`config.mk`:
```
export PLATFORM = sky130hd
export DESIGN_NAME = intr_timer_ctrl
export DESIGN_NICKNAME = d
export VERILOG_FILES = /design/src/rtl/intr_timer_ctrl.sv
export SDC_FILE = /design/constraint.sdc
export NUM_CORES = 1
export LEC_CHECK = 0
export ABC_AREA = 1
export CAP_MARGIN = 20
export CORE_AREA = 3 3 165 167
export CTS_CLUSTER_DIAMETER = 200
export DETAILED_ROUTE_END_ITERATION = 10
export DIE_AREA = 0 0 168 170
export DONT_BUFFER_PORTS = 1
export PLACE_DENSITY = 0.64
export RECOVER_POWER = 25
export SYNTH_ARGS = -nofsm -noshare
export SYNTH_HDL_FRONTEND = slang
export SYNTH_SLANG_ARGS = --single-unit
```
`constraint.sdc`:
```
create_clock -name clk -period 3.4 [get_ports clk]
set_input_delay 1.02 -clock clk [delete_from_list [all_inputs] [get_ports clk]]
set_output_delay 1.02 -clock clk [all_outputs]
set_load 0.01 [all_outputs]
```
`src/rtl/intr_timer_ctrl.sv`:
```
// Interrupt aggregator with a 64-bit free-running counter and compare flag.
// Optional FRC prescaler (adr 7) is built when FRC_PRESCALER_EN is defined.
module intr_timer_ctrl (
  input  logic        clk,
  input  logic        rst_n,
  input  logic        reg_we,
  input  logic        reg_re,
  input  logic [2:0]  reg_adr,
  input  logic [31:0] reg_wdata,
  output logic [31:0] reg_rdata,
  input  logic [3:0]  ext_irq,
  output logic        g_interrupt,
  output logic        g_interrupt_1shot,
  output logic        frc_cntr_val_leq
);

  localparam logic [2:0] A_FRC_LO = 3'd0;
  localparam logic [2:0] A_FRC_HI = 3'd1;
  localparam logic [2:0] A_CMP_LO = 3'd2;
  localparam logic [2:0] A_CMP_HI = 3'd3;
  localparam logic [2:0] A_PEND   = 3'd4;
  localparam logic [2:0] A_EN     = 3'd5;
  localparam logic [2:0] A_CTRL   = 3'd6;
  localparam logic [2:0] A_PRESC  = 3'd7;

  logic [3:0]  sync1, sync2, sync3;
  logic [2:0]  arm;
  logic [3:0]  rise;
  logic [3:0]  pend, en;
  logic        ctrl;
  logic [63:0] frc, cmp;
  logic [31:0] shadow;
  logic [31:0] rd_mux;
  logic [3:0]  clr;
  logic        tick;
  logic        irq_any;
  logic [7:0]  presc_rd;

  logic we_frc_lo, we_frc_hi, we_cmp_lo, we_cmp_hi;
  logic we_pend, we_en, we_ctrl, we_presc;

  assign we_frc_lo = reg_we & (reg_adr == A_FRC_LO);
  assign we_frc_hi = reg_we & (reg_adr == A_FRC_HI);
  assign we_cmp_lo = reg_we & (reg_adr == A_CMP_LO);
  assign we_cmp_hi = reg_we & (reg_adr == A_CMP_HI);
  assign we_pend   = reg_we & (reg_adr == A_PEND);
  assign we_en     = reg_we & (reg_adr == A_EN);
  assign we_ctrl   = reg_we & (reg_adr == A_CTRL);
  assign we_presc  = reg_we & (reg_adr == A_PRESC);

  // arm masks edges until sync3 holds a real sample after reset,
  // so a line held high through reset release never reads as an edge
  always_ff @(posedge clk or negedge rst_n) begin
    if (!rst_n) begin
      sync1 <= '0;
      sync2 <= '0;
      sync3 <= '0;
      arm   <= '0;
    end else begin
      sync1 <= ext_irq;
      sync2 <= sync1;
      sync3 <= sync2;
      arm   <= {arm[1:0], 1'b1};
    end
  end

  assign rise = sync2 & ~sync3 & {4{arm[2]}};
  assign clr  = we_pend ? reg_wdata[3:0] : 4'h0;

  always_ff @(posedge clk or negedge rst_n) begin
    if (!rst_n) begin
      pend <= '0;
      en   <= '0;
      ctrl <= 1'b0;
    end else begin
      pend <= (pend & ~clr) | rise;
      if (we_en)   en   <= reg_wdata[3:0];
      if (we_ctrl) ctrl <= reg_wdata[0];
    end
  end

`ifdef FRC_PRESCALER_EN
  logic [7:0] presc, pcnt;

  always_ff @(posedge clk or negedge rst_n) begin
    if (!rst_n) begin
      presc <= '0;
      pcnt  <= '0;
    end else begin
      if (we_presc) presc <= reg_wdata[7:0];
      if (we_presc || !ctrl)  pcnt <= '0;
      else if (pcnt == presc) pcnt <= '0;
      else                    pcnt <= pcnt + 8'd1;
    end
  end

  assign tick     = ctrl & (pcnt == presc);
  assign presc_rd = presc;
`else
  logic unused_presc;

  assign unused_presc = we_presc;
  assign tick         = ctrl;
  assign presc_rd     = 8'h00;
`endif

  // a write to either half wins over the increment and leaves the other half
  always_ff @(posedge clk or negedge rst_n) begin
    if (!rst_n) begin
      frc <= '0;
    end else if (we_frc_lo) begin
      frc[31:0] <= reg_wdata;
    end else if (we_frc_hi) begin
      frc[63:32] <= reg_wdata;
    end else if (tick) begin
      frc <= frc + 64'd1;
    end
  end

  always_ff @(posedge clk or negedge rst_n) begin
    if (!rst_n) begin
      cmp <= '1;
    end else begin
      if (we_cmp_lo) cmp[31:0]  <= reg_wdata;
      if (we_cmp_hi) cmp[63:32] <= reg_wdata;
    end
  end

  always_comb begin
    rd_mux = '0;
    unique case (reg_adr)
      A_FRC_LO: rd_mux = frc[31:0];
      A_FRC_HI: rd_mux = shadow;
      A_CMP_LO: rd_mux = cmp[31:0];
      A_CMP_HI: rd_mux = cmp[63:32];
      A_PEND:   rd_mux = {28'h0, pend};
      A_EN:     rd_mux = {28'h0, en};
      A_CTRL:   rd_mux = {31'h0, ctrl};
      A_PRESC:  rd_mux = {24'h0, presc_rd};
    endcase
  end

  always_ff @(posedge clk or negedge rst_n) begin
    if (!rst_n) begin
      shadow    <= '0;
      reg_rdata <= '0;
    end else if (reg_re) begin
      reg_rdata <= rd_mux;
      if (reg_adr == A_FRC_LO) shadow <= frc[63:32];
    end
  end

  assign irq_any = |(pend & en);

  always_ff @(posedge clk or negedge rst_n) begin
    if (!rst_n) begin
      g_interrupt       <= 1'b0;
      g_interrupt_1shot <= 1'b0;
      frc_cntr_val_leq  <= 1'b0;
    end else begin
      g_interrupt       <= irq_any;
      g_interrupt_1shot <= irq_any & ~g_interrupt;
      frc_cntr_val_leq  <= ctrl & (cmp <= frc);
    end
  end

endmodule

```
==> results of run 1 <==
## synth_stat cells, types with 3 or more instances
cell type	number	area, um2
a21oi_1	89	445
a221oi_1	10	87.6
a22oi_1	26	195
a31oi_1	3	18.8
a41oi_1	21	184
buf_2	13	65.1
buf_6	4	45.0
clkbuf_1	43	161
dfrtp_1	155	3880
dfstp_2	64	1680
ha_1	65	813
inv_1	163	612
inv_2	9	33.8
nand2_1	429	1610
nand2_2	11	68.8
nand3_1	69	345
nand4_1	28	175
nor2_1	122	458
nor2_2	4	25.0
nor2_4	8	90.1
nor3_1	30	150
nor3_2	6	60.1
o211ai_1	6	45.0
o21a_1	3	22.5
o21ai_0	200	1000
o21ai_1	22	110
o22ai_1	6	37.5
xor2_1	25	219
## worst reg2reg max path, stage by stage, from the launching register on
cell	delay, ps
dfrtp_1	390
inv_1	110
ha_1	310
nand4_1	190
nor3_1	450
nand3_1	320
nor3b_1	330
nand3b_1	110
a21oi_1	240
## worst max path at each step
stage	from	end	slack [ps]	cells past startpoint
final	frc[61]	frc_cntr_val_leq	850	8
after global routing	frc[61]	frc_cntr_val_leq	710	8
after CTS	frc[61]	frc_cntr_val_leq	900	8
after detailed placement	reg_adr[0]	frc[7]	570	8
after global placement	reg_adr[0]	frc[7]	670	8
after floorplan	reg_we	frc[60]	1230	10
## metal layers
metal	track usage, %	part of all wire, %
met1	42.3	45
met2	46.8	45
met3	3.88	6.2
met4	7.79	2.9
met5	0	0
## layout by cell type, fill, tap and decap left out, drive strengths merged, types with 2 or more instances in the layout
cell      synthesis  layout
nand2           442     442
nand3b            2       2
inv             173     174
o21ai           225     225
a21oi            90      90
clkinv            2       5
a22oi            26      26
clkinvlp          0       3
dfrtp           155     155
clkbuf           43      33
o22ai             6       6
a221oi           10      10
o211ai            6       6
ha               65      65
bufinv            0       6
a31oi             3       3
nand4            28      28
nand3            72      72
buf              19      17
nor3             38      38
xor2             25      25
dfstp            64      64
a41oi            21      21
o21a              3       3
nor2            135     135
## kinds of logic (layout without fill, tap and decap cells)
kind of cell             after synthesis  after routing  share of synthesized area [%]
adder cells (fa/ha/maj)               65             65                           6.31
other                                  1              1                         0.0291
buffers and inverters                237            238                           7.28
XOR/XNOR                              25             25                           1.70
flip-flops                           219            219                           43.1
AND/OR/NAND/NOR                      719            719                           24.2
AO/OA/AOI/OAI                        394            394                           17.3
## report_power, final
part	switching [mW]	internal [mW]	leakage, nW
combinational	1.83	0.964	3.17
sequential	0.716	3.38	2.61
clock	1.15	1.88	0.437
## sequential cells by signal, indices dropped and copies added, names as in the netlist
| signal | cells |
|---|---|
| frc | 64 |
| pend | 4 |
| frc_cntr_val_leq | 1 |
| arm | 3 |
| sync3 | 4 |
| sync2 | 4 |
| en | 4 |
| g_interrupt_1shot | 1 |
| cmp | 64 |
| ctrl | 1 |
| g_interrupt | 1 |
| sync1 | 4 |
| reg_rdata | 32 |
| shadow | 32 |
## through the flow
stage | worst slack, ps | power (mW) | util, %
floorplan | 1230 | 5.94 | -
global placement | 667 | 6.76 | 50.9
detailed placement | 566 | 6.87 | 50.9
CTS | 905 | 9.92 | 54.4
global route | 705 | 10.6 | 54.4
finish | 853 | 9.92 | 54.4
## final cells by class
type	count	area [um2]	share of cell area [%]
multi-input combinational	1204	6400	45.4
sequential	219	5560	39.5
clock buffer	33	686	4.87
inverter	175	659	4.68
tap	335	419	2.97
clock inverter	13	230	1.63
timing repair buffer	17	140	0.994
==> results by group, run 1 <==
Clocking
  – Total clock sinks: approximately 220
  – Total CTS buffers: 25
  – Max Buffers Root-to-Sink: 3
  – Clk_lat worst skew: 550 ps
  – Post-CTS sizing: 0
  – Htree depth: 1
  – CTS tree: done
  – Hold buffer count at CTS: 0
  – Root buffer cell: clkbuf_16
  – Reg clk slew, reported paths: ~70 ps
  – Post-CTS Setup Bufs: 0

Routing
  – WL per Instance: 21.2 um
  – TritonRoute pass-1 iters: 7
  – Antenna-violating nets left: 0
  – WL final: about 42000 um
  – Vias per inst: a little under 6
  – Vias post-DR: between 10000 and 15000
  – DRC errors left: 0
  – Iter 0 DRT Violations: between 1000 and 1500

Cells and area
  – Fillers: approximately 2500
  – Layout cells sized above 1: 10.6%
  – Area delta synth->final: 9.34%
  – Final net count: about 1800
  – Finished Cell Area: 14100 um2
  – Ant diodes: 0
  – Finished Layout Cells: 1996

Synthesis
  – Top FF cell, synth: dfrtp_1
  – Syn_nets: ~1800
  – Sequential share of the synthesized area: between 40% and 50%
  – Cells after synthesis: ~1700
  – Area of the mapped netlist: between 10000 and 15000 um2
  – Number of synthesized flops with an enable pin: 0
  – Ys async rst share: 100%
  – #FFs+latches synth: between 200 and 250
  – Avg Cell Area, Syn: approximately 7.8 um2
  – Synth unique cells: 47
  – Ys Warns: 0

Pwr
  – Leak: 6.22 nW
  – Max IR drop VDD: between 0.0005 and 0.0006 V
  – Power Dens Cells: 704 nW/um2

Global route
  – First-pass GRT wire length: 65300 um
  – Antenna violations before repair: 0
  – All-Layer GR Usage: 29.3%
  – Largest net degree at the start of global routing: between 200 and 250
  – Number of global-route vias before repair: between 10000 and 15000
  – Grt total ovfl: 0

Run status
  – Outcome: finished clean

Place
  – Placed cells: approximately 2000
  – Port-buffer cells: 0
  – Hpwl dp: roughly 31000 um
  – Gpl congestion: just over 1
  – Dpl cell area: 13200 um2

Worst hold path
  – Worst hold path class: in -> async

Run
  – Max-Cap Viols: 0

Timing
  – Clock skew: approximately 27 ps
  – Final setup fails: 0
  – Fin crit period: about 2500 ps
  – Max-slew violation count: 0
  – Setup tns final: 0 ps
  – Worst-Margin Slew: ~890 ps
  – Max Fclk: 0.393 GHz
  – Final hold violations: 0
  – Relative slew slack: around two fifths
  – Part of the cycle the worst path needs: between 70% and 80%
  – Hold_ws: around 180 ps
  – Unrepaired setup endpoints after global routing: no

Floorplan
  – Die height: 170 um
  – Die area: between 20000 and 30000 um2
  – Initial Util: around half
  – Die X: 168 um
  – Core ar.: roughly 26000 um2
  – Core Rows: 59
  – I/O pin cnt: 78

Critical path
  – Slowest cell on crit path: nor3_1
  – CP peak stage delay: about 450 ps
  – Reg2reg start: frc[61]
  – Worst EP required: between 3000 and 4000 ps
  – Critical-path cell list: inv_1 > ha_1 > nand4_1 > nor3_1 > nand3_1 > nor3b_1 > nand3b_1 > a21oi_1
  – Reg2reg setup slack: about 850 ps
  – Worst Path Buf+Inv: 1
  – RR Endpoint: frc_cntr_val_leq
  – Crit Path Category: reg -> reg
  – Cells on worst reg2reg path: 8
  – CP Capture Type: flop
  – Startpoint Class: flop
  – Delay-heaviest family, CP: simple AND/OR/NAND/NOR gates
  – Largest fanout on the critical path: 4
  – Worst EP arrival: around 3000 ps
No activity file was read; power rests on OpenSTA's default activity.
==> run 2: changes to the inputs <==
Clock period 3.4 ns to 2.5 ns, I/O delays scaled along.
==> run 2 against run 1 <==
  * The flow now finishes with violations (hold timing)
  * Clock-buffer cell count stayed put
  * Highest routed layer unchanged
  * Sequential share of layout area is 0.59 points lower
  * Clock power is 40% higher
  * First-iteration DRC count is 0.62% lower
  * Core utilization is 0.82 points higher
  * Power is 38% higher
  * Critical endpoint is now frc[32]
  * Global-route usage is 0.71 points higher
  * Fmax is 12% higher
  * Largest power group unchanged
  * Critical path depth stayed put
  * Design area is 1.5% higher
  * Non-clock buffer count is 22 higher
==> results by group, run 2 (synthesis gave the netlist of run 1 again) <==
Run
  – Max-Cap Viols: 0 (unchanged)

Place
  – Hpwl dp: 32500 um (was 31100 um)
  – Gpl congestion: 1.07 (was 1.01)
  – Port-buffer cells: 0 (unchanged)

Pwr
  – Max IR drop VDD: 0.000715 V (was 0.000562 V)
  – Combinational group share of total power: 28.3% (was 28.2%)
  – PnR Total Power: 13.6 mW (was 9.92 mW)
  – Clock network fraction of total power: 31.0% (was 30.5%)
  – Power Internal: 8.60 mW (was 6.22 mW)
  – Leak: 6.35 nW (was 6.22 nW)
  – Switching power: 5.05 mW (was 3.69 mW)
  – Power share of the sequential group: 40.7% (was 41.3%)
  – Switching Fraction: 37.0% (was 37.3%)
  – Power Dens Cells: 954 nW/um2 (was 704 nW/um2)

Routing
  – Iter 0 DRT Violations: 1123 (was 1130)
  – Antenna-violating nets left: 0 (unchanged)
  – WL final: 43300 um (was 42300 um)
  – WL per Instance: 21.5 um (was 21.2 um)
  – DRC errors left: 0 (unchanged)
  – Vias post-DR: 11710 (was 11632)
  – TritonRoute pass-1 iters: 6 (was 7)
  – Vias per inst: 5.80 (was 5.83)

Cells and area
  – Commonest non-fill, non-tap cell in the layout: nand2_1 (unchanged)
  – Commonest cells after routing, fill and taps aside: 426 x nand2_1, 200 x o21ai_0, 163 x inv_1 (unchanged)
  – Fillers: 2436 (was 2487)
  – Layout cells sized above 1: 12.2% (was 10.6%)
  – Top flop regs: cmp: 64 flops, frc: 64 flops (unchanged)
  – Ant diodes: 0 (unchanged)
  – Area delta synth->final: 11.0% (was 9.34%)
  – Register area: 5560 um2 (unchanged)
  – Final net count: 1773 (was 1750)
  – Multi-input logic area: 6400 um2 (about the same)

Floorplan
  – Initial Util: 49.7% (unchanged)
  – Core ar.: 25900 um2 (unchanged)
  – Die X: 168 um (unchanged)
  – I/O pin cnt: 78 (unchanged)
  – Core Rows: 59 (unchanged)
  – Die area: 28600 um2 (unchanged)
  – Die height: 170 um (unchanged)

Clocking
  – Total clock sinks: 219 (unchanged)
  – Reg clk slew, reported paths: 60 ps (was 70 ps)
  – Max Buffers Root-to-Sink: 3 (unchanged)
  – CTS tree: done (unchanged)
  – Total CTS buffers: 26 (was 25)
  – Root buffer cell: clkbuf_16 (unchanged)
  – Clk_lat worst skew: 540 ps (was 550 ps)
  – Htree depth: 1 (unchanged)

Critical path
  – Crit Path Category: reg -> reg (unchanged)
  – Worst EP arrival: 2690 ps (was 2990 ps)
  – Startpoint Class: flop (unchanged)
  – Worst EP required: 2910 ps (was 3840 ps)
  – CP Capture Type: flop (unchanged)
  – Largest fanout on the critical path: 5 (was 4)

Timing
  – Max-slew violation count: 0 (unchanged)
  – Setup tns final: 0 ps (unchanged)
  – Unrepaired setup endpoints after global routing: no (unchanged)
  – Clock skew: 9.34 ps (was 26.7 ps)
  – Relative slew slack: 59.9% (was 40.6%)
  – Final setup fails: 0 (unchanged)
  – Worst-Margin Slew: 597 ps (was 888 ps)
  – Hold_ws: -99.9 ps (was 181 ps)
  – Fin crit period: 2280 ps (was 2550 ps)
  – Final hold violations: 113 (was 0)
  – Max Fclk: 0.439 GHz (was 0.393 GHz)
  – Part of the cycle the worst path needs: 91.1% (was 74.9%)

Global route
  – All-Layer GR Usage: 30.0% (was 29.3%)
  – Antenna violations before repair: 0 (unchanged)
  – First-pass GRT wire length: 66500 um (was 65300 um)
  – Grt total ovfl: 0 (unchanged)
  – Number of global-route vias before repair: 11135 (was 11122)
  – Largest net degree at the start of global routing: 220 (unchanged)

Run status
  – Outcome: finished, violations left (was finished clean)
  – Failing checks: hold timing

Worst hold path
  – Worst hold path class: in -> async (unchanged)
[run 2: cell types whose count changed in the layout (fill, tap and decap cells not counted)]
cell        before  now
buf_4           16   38
bufinv_16        6    5
clkbuf_1         5    1
clkbuf_16       25   27
clkbuf_8         3    5
clkinv_2         2    6
clkinv_4         1    0
clkinvlp_4       3    4
inv_6            1    0
nor3_1          30   29
nor3_2           6    7
[run 2: through the flow]
stage	util (%)	setup slack, ps	std cells	instance area [um2]
after floorplan	-	605	1660	12900
after global routing	55.2	156	2020	14300
after detailed placement	51.5	61.7	1972	13300
after global placement	51.5	168	1972	13300
after CTS	55.2	42.6	2020	14300
final	55.2	223	2020	14300
[run 2: metal layers]
layer	global-route usage (%)	wire length [um]	vias to the layer above
met3	3.51	2980	75
met1	42.5	19000	5644
met2	49.1	19900	433
met5	0	0	-
li1	-	-	5558
met4	8.32	1410	0
[run 2: final timing paths]
| path | endpoint | depth (start not counted) | startpoint | slack [ps] |
|---|---|---|---|---|
| min in group clk | sync1[3] | 0 | ext_irq[3] | 240 |
| max in group asynchronous | cmp[26] | 0 | rst_n | 2130 |
| setup reg to reg | frc[32] | 8 | frc[14] | 220 |
| hold / removal | reg_rdata[8] | 0 | rst_n | -100 |
| hold reg to reg | arm[2] | 0 | arm[1] | 350 |
| setup / recovery | frc[32] | 8 | frc[14] | 220 |
[run 2: timing repair]
item,4_1_cts,5_1_grt
setup buffers,0,0
hold endpoints to repair,155,155
setup endpoints to repair,0,1
resized for setup,0,1
[run 2: cell type report]
class / count / area share [%]
Tap cell: 335 / 2.93
Sequential cell: 219 / 38.9
Timing Repair Buffer: 39 / 2.13
Clock inverter: 15 / 1.47
Clock buffer: 33 / 5.23
Inverter: 175 / 4.61
Multi-Input combinational cell: 1204 / 44.8
[run 2: power by group through the flow]
stage / Combinational, mW / Clock (mW) / Sequential [mW]
after floorplan: 2.78 / 0 / 5.30
after global placement: 3.71 / 0 / 5.58
after detailed placement: 3.82 / 0 / 5.59
after CTS: 3.85 / 4.29 / 5.54
after global routing: 4.41 / 4.43 / 5.69
final: 3.87 / 4.23 / 5.56
[run 2: critical path: stages, from the launching register on]
cell	delay (ps)
dfrtp_1	470
nand2_2	150
nor3_1	480
nand2_1	140
nor2_1	290
nand2_1	200
xor2_1	180
o21ai_0	140
o21ai_0	100
